**src/rtl/pixel_write_sink_if.sv**
```systemverilog
// Pixel write sink bus: drawer pixel stream in, framebuffer write port and status out.
// The master side is the drawer/framebuffer environment; the slave side is the sink itself.
interface pixel_write_sink_if #(
    parameter int ADDR_W = 17
) ();
    logic [8:0]        inX;
    logic [7:0]        inY;
    logic [11:0]       inColor;
    logic              inWriteEn;
    logic              clear_req;
    logic              fb_stall;
    logic [ADDR_W-1:0] fb_addr;
    logic [11:0]       fb_data;
    logic              fb_we;
    logic              full;
    logic              overflow;
    logic              clear_busy;
    logic              clear_done;

    modport slave (
        input  inX, inY, inColor, inWriteEn, clear_req, fb_stall,
        output fb_addr, fb_data, fb_we, full, overflow, clear_busy, clear_done
    );

    modport master (
        output inX, inY, inColor, inWriteEn, clear_req, fb_stall,
        input  fb_addr, fb_data, fb_we, full, overflow, clear_busy, clear_done
    );
endinterface

```
**src/rtl/pixel_write_sink.sv**
```systemverilog
// pixel_write_sink: buffers drawer pixel writes in a FIFO, clips off-screen pixels,
// converts (x,y) to a linear framebuffer address and issues stall-aware writes.
// Also performs a full-screen clear on request.
// Optional feature macro: PIXEL_SINK_TRANSPARENT_EN (drop pixels whose colour equals
// TRANSPARENT at push time; clear writes are never affected).
module pixel_write_sink #(
    parameter int          SCREEN_W    = 320,
    parameter int          SCREEN_H    = 240,
    parameter int          DEPTH       = 16,
    parameter int          ADDR_W      = 17,
    parameter logic [11:0] CLEAR_COLOR = 12'h000,
    parameter logic [11:0] TRANSPARENT = 12'hF0F
) (
    input  logic                clock,
    input  logic                resetn,
    pixel_write_sink_if.slave   bus
);

    localparam int PW = $clog2(DEPTH);
    localparam int CW = PW + 1;
    localparam logic [ADDR_W-1:0] TOTAL     = ADDR_W'(SCREEN_W * SCREEN_H);
    localparam logic [ADDR_W-1:0] LAST_ADDR = ADDR_W'(SCREEN_W * SCREEN_H - 1);

    localparam logic [1:0] S_RUN   = 2'd0;
    localparam logic [1:0] S_CLEAR = 2'd1;
    localparam logic [1:0] S_DONE  = 2'd2;

    // FIFO storage (data only, never reset; pointers define validity)
    logic [8:0]  mem_x_q [DEPTH];
    logic [7:0]  mem_y_q [DEPTH];
    logic [11:0] mem_c_q [DEPTH];

    logic [PW-1:0]     wr_ptr_q, rd_ptr_q;
    logic [CW-1:0]     count_q, count_d;
    logic [1:0]        state_q, state_d;
    logic              clear_pend_q, clear_pend_d;
    logic [ADDR_W-1:0] clr_addr_q, clr_addr_d;
    logic              fb_we_q, fb_we_d;
    logic [ADDR_W-1:0] fb_addr_q, fb_addr_d;
    logic [11:0]       fb_data_q, fb_data_d;
    logic              overflow_q, overflow_d;

    logic              in_bounds, key_drop, candidate;
    logic              fifo_full, fifo_empty, slot_free;
    logic              push, pop, last_commit;
    logic [ADDR_W-1:0] pop_addr;

`ifdef PIXEL_SINK_TRANSPARENT_EN
    assign key_drop = (bus.inColor == TRANSPARENT);
`else
    // Colour key exists as a parameter but never suppresses a pixel in this build.
    assign key_drop = 1'b0 && (bus.inColor == TRANSPARENT);
`endif

    assign in_bounds  = (bus.inX < 9'(SCREEN_W)) && (bus.inY < 8'(SCREEN_H));
    assign candidate  = bus.inWriteEn && in_bounds && !key_drop;
    assign fifo_full  = (count_q == CW'(DEPTH));
    assign fifo_empty = (count_q == '0);
    // Output slot can take new data if it is empty or its current write commits now.
    assign slot_free  = !fb_we_q || !bus.fb_stall;
    // FIFO is held during a clear; draining resumes in the done cycle.
    assign pop        = (state_q != S_CLEAR) && slot_free && !fifo_empty;
    // A pop on the same edge frees a slot for a push into a full FIFO.
    assign push       = candidate && (!fifo_full || pop);
    assign pop_addr   = ADDR_W'(mem_y_q[rd_ptr_q]) * ADDR_W'(SCREEN_W)
                      + ADDR_W'(mem_x_q[rd_ptr_q]);
    assign last_commit = (state_q == S_CLEAR) && fb_we_q && !bus.fb_stall
                      && (fb_addr_q == LAST_ADDR);

    // Next-state logic for FSM, clear address, output slot and sticky overflow.
    always_comb begin
        state_d      = state_q;
        clear_pend_d = clear_pend_q;
        clr_addr_d   = clr_addr_q;
        fb_we_d      = fb_we_q;
        fb_addr_d    = fb_addr_q;
        fb_data_d    = fb_data_q;
        overflow_d   = overflow_q | (candidate && fifo_full && !pop);
        count_d      = count_q;

        case ({push, pop})
            2'b10:   count_d = count_q + CW'(1);
            2'b01:   count_d = count_q - CW'(1);
            default: count_d = count_q;
        endcase

        if (slot_free) begin
            fb_we_d = 1'b0;
        end

        case (state_q)
            S_RUN: begin
                clear_pend_d = clear_pend_q | bus.clear_req;
                if (pop) begin
                    fb_we_d   = 1'b1;
                    fb_addr_d = pop_addr;
                    fb_data_d = mem_c_q[rd_ptr_q];
                end else if (clear_pend_q && fifo_empty && slot_free) begin
                    state_d    = S_CLEAR;
                    clr_addr_d = '0;
                end
            end
            S_CLEAR: begin
                if (slot_free && (clr_addr_q != TOTAL)) begin
                    fb_we_d    = 1'b1;
                    fb_addr_d  = clr_addr_q;
                    fb_data_d  = CLEAR_COLOR;
                    clr_addr_d = clr_addr_q + ADDR_W'(1);
                end
                if (last_commit) begin
                    state_d = S_DONE;
                end
            end
            S_DONE: begin
                clear_pend_d = 1'b0;
                state_d      = S_RUN;
                if (pop) begin
                    fb_we_d   = 1'b1;
                    fb_addr_d = pop_addr;
                    fb_data_d = mem_c_q[rd_ptr_q];
                end
            end
            default: begin
                state_d = S_RUN;
            end
        endcase
    end

    // Control and output registers with synchronous active-low reset.
    always_ff @(posedge clock) begin
        if (!resetn) begin
            state_q      <= S_RUN;
            clear_pend_q <= 1'b0;
            clr_addr_q   <= '0;
            wr_ptr_q     <= '0;
            rd_ptr_q     <= '0;
            count_q      <= '0;
            fb_we_q      <= 1'b0;
            fb_addr_q    <= '0;
            fb_data_q    <= '0;
            overflow_q   <= 1'b0;
        end else begin
            state_q      <= state_d;
            clear_pend_q <= clear_pend_d;
            clr_addr_q   <= clr_addr_d;
            count_q      <= count_d;
            fb_we_q      <= fb_we_d;
            fb_addr_q    <= fb_addr_d;
            fb_data_q    <= fb_data_d;
            overflow_q   <= overflow_d;
            if (push) begin
                wr_ptr_q <= wr_ptr_q + PW'(1);
            end
            if (pop) begin
                rd_ptr_q <= rd_ptr_q + PW'(1);
            end
        end
    end

    // FIFO storage write; pointers alone decide which entries are live.
    always_ff @(posedge clock) begin
        if (push) begin
            mem_x_q[wr_ptr_q] <= bus.inX;
            mem_y_q[wr_ptr_q] <= bus.inY;
            mem_c_q[wr_ptr_q] <= bus.inColor;
        end
    end

    assign bus.fb_we      = fb_we_q;
    assign bus.fb_addr    = fb_addr_q;
    assign bus.fb_data    = fb_data_q;
    assign bus.full       = fifo_full;
    assign bus.overflow   = overflow_q;
    assign bus.clear_busy = (state_q == S_CLEAR);
    assign bus.clear_done = (state_q == S_DONE);

endmodule

```
**src/flat_wrapper.sv**
```systemverilog
// flat-port wrapper written by rule: the top's interface ports become plain ports
module pixel_write_sink_flat 
#(
    parameter int          SCREEN_W    = 320,
    parameter int          SCREEN_H    = 240,
    parameter int          DEPTH       = 16,
    parameter int          ADDR_W      = 17,
    parameter logic [11:0] CLEAR_COLOR = 12'h000,
    parameter logic [11:0] TRANSPARENT = 12'hF0F
)
  (clock, resetn, bus_inX, bus_inY, bus_inColor, bus_inWriteEn, bus_clear_req, bus_fb_stall, bus_fb_addr, bus_fb_data, bus_fb_we, bus_full, bus_overflow, bus_clear_busy, bus_clear_done);
  pixel_write_sink_if #(.ADDR_W(ADDR_W)) bus_i ();
  input  logic clock;
  input  logic resetn;
  input wire logic [$bits(bus_i.inX)-1:0] bus_inX;
  input wire logic [$bits(bus_i.inY)-1:0] bus_inY;
  input wire logic [$bits(bus_i.inColor)-1:0] bus_inColor;
  input wire logic [$bits(bus_i.inWriteEn)-1:0] bus_inWriteEn;
  input wire logic [$bits(bus_i.clear_req)-1:0] bus_clear_req;
  input wire logic [$bits(bus_i.fb_stall)-1:0] bus_fb_stall;
  output wire logic [$bits(bus_i.fb_addr)-1:0] bus_fb_addr;
  output wire logic [$bits(bus_i.fb_data)-1:0] bus_fb_data;
  output wire logic [$bits(bus_i.fb_we)-1:0] bus_fb_we;
  output wire logic [$bits(bus_i.full)-1:0] bus_full;
  output wire logic [$bits(bus_i.overflow)-1:0] bus_overflow;
  output wire logic [$bits(bus_i.clear_busy)-1:0] bus_clear_busy;
  output wire logic [$bits(bus_i.clear_done)-1:0] bus_clear_done;
  assign bus_i.inX = bus_inX;
  assign bus_i.inY = bus_inY;
  assign bus_i.inColor = bus_inColor;
  assign bus_i.inWriteEn = bus_inWriteEn;
  assign bus_i.clear_req = bus_clear_req;
  assign bus_i.fb_stall = bus_fb_stall;
  assign bus_fb_addr = bus_i.fb_addr;
  assign bus_fb_data = bus_i.fb_data;
  assign bus_fb_we = bus_i.fb_we;
  assign bus_full = bus_i.full;
  assign bus_overflow = bus_i.overflow;
  assign bus_clear_busy = bus_i.clear_busy;
  assign bus_clear_done = bus_i.clear_done;
  pixel_write_sink #(.SCREEN_W(SCREEN_W), .SCREEN_H(SCREEN_H), .DEPTH(DEPTH), .ADDR_W(ADDR_W), .CLEAR_COLOR(CLEAR_COLOR), .TRANSPARENT(TRANSPARENT)) u_core (.clock(clock), .resetn(resetn), .bus(bus_i));
endmodule
```
**config.mk**
```make
export PLATFORM = sky130hd
export DESIGN_NAME = pixel_write_sink_flat
export DESIGN_NICKNAME = d
export VERILOG_FILES = /design/src/rtl/pixel_write_sink_if.sv /design/src/rtl/pixel_write_sink.sv /design/src/flat_wrapper.sv
export SDC_FILE = /design/constraint.sdc
export NUM_CORES = 1
export LEC_CHECK = 0
export BUFFER_PORTS_ARGS = -buffer_cell sky130_fd_sc_hd__buf_2
export CAP_MARGIN = 20
export CORE_ASPECT_RATIO = 0.5
export CORE_UTILIZATION = 55
export DETAILED_ROUTE_END_ITERATION = 6
export PLACE_DENSITY = 0.72
export SKIP_CTS_REPAIR_TIMING = 1
export SYNTH_ARGS = -nofsm -noshare
export SYNTH_HDL_FRONTEND = slang
export SYNTH_SLANG_ARGS = --single-unit
```
**constraint.sdc**
```tcl
create_clock -name clock -period 6.4 [get_ports clock]
set_input_delay 1.28 -clock clock [delete_from_list [all_inputs] [get_ports clock]]
set_output_delay 1.28 -clock clock [all_outputs]
set_load 0.01 [all_outputs]
```
==> flow_summary.json <==
{
  "hold_depth": 2,
  "final_area_um2": 23700,
  "ys_seq_area_share_pct": 72.0,
  "viasPerCell": 6.27,
  "slew_viol_final": 0,
  "rows": 50,
  "critical_path_required_ns": 6.85,
  "path_clk_slew_ns": 0.07,
  "core_um2": 37700,
  "cp_max_fo": 42,
  "synthTopCellsByArea": "edfxtp_1, mux4_2, dfxtp_1, ha_1, nand2_1",
  "r2r_slack_ns": 2.03,
  "drc_errors": 0,
  "wl_per_cell_um": 26.7,
  "finalCritPeriodShare_pct": 68.3,
  "drt_iter0_drc": 1235,
  "dieWidth_um": 280,
  "hold_path_end": "u_core.bus.fb_data[11]",
  "clkPwrFrac_pct": 28.4,
  "syn_nets": 1177,
  "ys_ff_latch": 532,
  "p_per_area_nw_per_um2": 400,
  "power.leakage_nw": 7.63,
  "rsz0062_at_grt": "false",
  "cap_violations": 0,
  "crit_type": "reg -> reg",
  "worstReg2RegEnd": "u_core.bus.fb_addr[15]",
  "outcome": "complete, no violations",
  "place_inst": 1674,
  "place_area_um2": 22300,
  "netlist-cell-type-count": 55,
  "switchingPower_w": 0.00288,
  "intPower_w": 0.00661,
  "vias": 11000,
  "met2_usage_pct": 39.3,
  "final_cells": 1756,
  "post-route-min-period_ns": 4.37,
  "drive_above_1_share_pct": 26.6,
  "ctsRootBufferMaster": "clkbuf_16",
  "yosysTopAreaCellShare_pct": 65.6,
  "grt.busiest_layer": "met2",
  "drtAntennaViolNets": 0,
  "hpwl_um": 27100,
  "sequentialPowerShare_pct": 44.0,
  "grt.met3_usage_pct": 5.25,
  "gr-total-overflow": 0,
  "grt_usage_pct": 24.5,
  "combPwrFrac_pct": 27.7,
  "crit_path_max_incr_delay_ns": 0.88,
  "setup_violations": 0,
  "cts_buffers": 45,
  "syn_inst": 1115,
  "final_cell_mix": "edfxtp_1, mux4_2, buf_2",
  "initial_core_util_pct": 56.3,
  "clk_path_buf_depth": 3,
  "grt_pass1_wl_um": 69700,
  "cts_tree": "built",
  "max_freq_mhz": 229,
  "grt_pass1_vias": 10900,
  "peakVddDrop_mv": 0.246,
  "skew_ns": 0.0165,
  "yosys_most_used_dff": "edfxtp_1",
  "drt-pass1-iter-count": 5,
  "grt_max_degree": 66,
  "place_congestion": 0.860,
  "tns_ns": 0,
  "path_cells": "mux4_2 -> mux4_2 -> ha_1 -> ha_1 -> fa_1 -> a21o_1 -> a311o_1 -> a21oi_1 -> xor2_1 -> xnor2_1 -> o22ai_1",
  "worstMarginPinSlew_ns": 1.08,
  "cts_sinks": 532,
  "num-fill-cells": 2555,
  "startpoint_type": "flop",
  "synth-edff-count": 464,
  "finalPower_w": 0.00949,
  "hold_class": "reg -> reg",
  "synthesis.area_um2": 21200,
  "synthArstFlopShare_pct": 0,
  "postSynthAreaPerCell_um2": 19.1,
  "switching_share_pct": 30.4,
  "ios": 68,
  "layout_commonest_cell": "edfxtp_1",
  "endpoint_kind": "flop",
  "yosysWarningCount": 0,
  "portBuffers": 67,
  "antenna_found_initial": 1,
  "slew_headroom_pct": 28.0,
  "holdCritStartpoint": "u_core.bus.fb_data[11]",
  "wl_um": 46900,
  "use_met1_pct": 34.8,
  "htreeDepth": 2,
  "antenna_cells": 0,
  "nNetsFinal": 1263,
  "hold_ws_ns": 0.477,
  "arrival_ns": 4.82,
  "hold_viol": 0,
  "area_growth_pct": 11.7,
  "worst_skew_pair.late_latency_ns": 0.56,
  "dieArea_um2": 39500,
  "yosysTopAreaCell": "edfxtp_1",
  "rr_worst_depth": 11,
  "die_y_um": 141,
  "cp_slowest_cell": "dfxtp_4"
}
## power groups by stage
stage	registers, W	clock network (W)	logic (W)
after global routing	0.00420	0.00286	0.00287
final	0.00417	0.00269	0.00262
after CTS	0.00418	0.00273	0.00264
after global placement	0.00424	0	0.00256
after detailed placement	0.00425	0	0.00261
after floorplan	0.00410	0	0.00204
## state kept, by name, indices dropped and copies added (netlist names), 2 cells and up, named ones only
signal and flops:
u_core.state_q 2, u_core.mem_c_q 192, u_core.mem_x_q 144, u_core.count_q 5, u_core.bus.fb_addr 17, u_core.clr_addr_q 17, u_core.bus.fb_data 12, u_core.rd_ptr_q 4
u_core.wr_ptr_q 4, u_core.mem_y_q 128
## metal layers
layer	up-vias	share of wire [%]	routed length [µm]
met1	5826	41	19400
met2	430	49	22800
li1	4688	-	-
met4	0	1.9	907
met5	-	0	0
met3	58	8.0	3770
## kinds of logic (layout without fill, tap and decap cells)
kind of cell,count (synthesis),in the layout,synth area share (%)
simple gates,193,193,4.63
fa+ha+maj,28,28,1.75
buf+inv,73,194,1.45
xor+xnor,30,30,1.24
mux,150,150,15.4
compound gates,109,109,3.58
flops,532,532,72.0
## worst max path at each step
stage | from | end | slack (ns) | cells past startpoint
floorplan | bus_fb_stall | u_core.mem_c_q[3][0] | 1.78 | 5
CTS | flop | u_core.bus.fb_addr[16] | 1.97 | 10
global placement | flop | u_core.bus.fb_addr[16] | 1.98 | 10
finish | flop | u_core.bus.fb_addr[15] | 2.03 | 11
global route | flop | u_core.bus.fb_addr[16] | 1.71 | 11
detailed placement | flop | u_core.bus.fb_addr[16] | 1.97 | 10
## cells in the mapped netlist, drive strengths merged, types with 3 or more instances
cell type  instances
a211oi            11
a21boi            15
a21o               8
a21oi             23
and2              10
and3               8
buf               22
clkbuf            32
dfxtp             68
edfxtp           464
fa                 3
ha                25
inv               17
mux2i              9
mux4             141
nand2             55
nand2b             5
nand3             18
nand4             10
nor2              39
nor2b             16
nor3              11
nor4               8
o211a              5
o211ai             6
o21a               3
o21ai             15
o22ai             10
xnor2             17
xor2              13
## metrics by stage
stage	setup WS, ns	utilization, %
after global placement	1.98	59.2
after CTS	1.97	62.9
after floorplan	1.78	-
after global routing	1.71	62.9
after detailed placement	1.97	59.2
final	2.03	62.9
## critical path, delay by kind of cell (launching register included)
kind	cells	cell delay, ns
DFF	1	0.88
xor gates and xnor gates	2	0.34
AOI/OAI and AO/OA	4	0.91
adders and majority gates	3	0.96
muxes	2	1.12
## cell type report
| cell class | count | area (µm²) | area share [%] |
|---|---|---|---|
| Timing Repair Buffer | 93 | 531 | 2.24 |
| Tap cell | 520 | 651 | 2.74 |
| Inverter | 19 | 71.3 | 0.300 |
| Sequential cell | 532 | 15300 | 64.5 |
| Clock inverter | 29 | 263 | 1.11 |
| Multi-Input combinational cell | 510 | 5760 | 24.3 |
| Clock buffer | 53 | 1160 | 4.87 |
(Power assumes the default switching activity.)
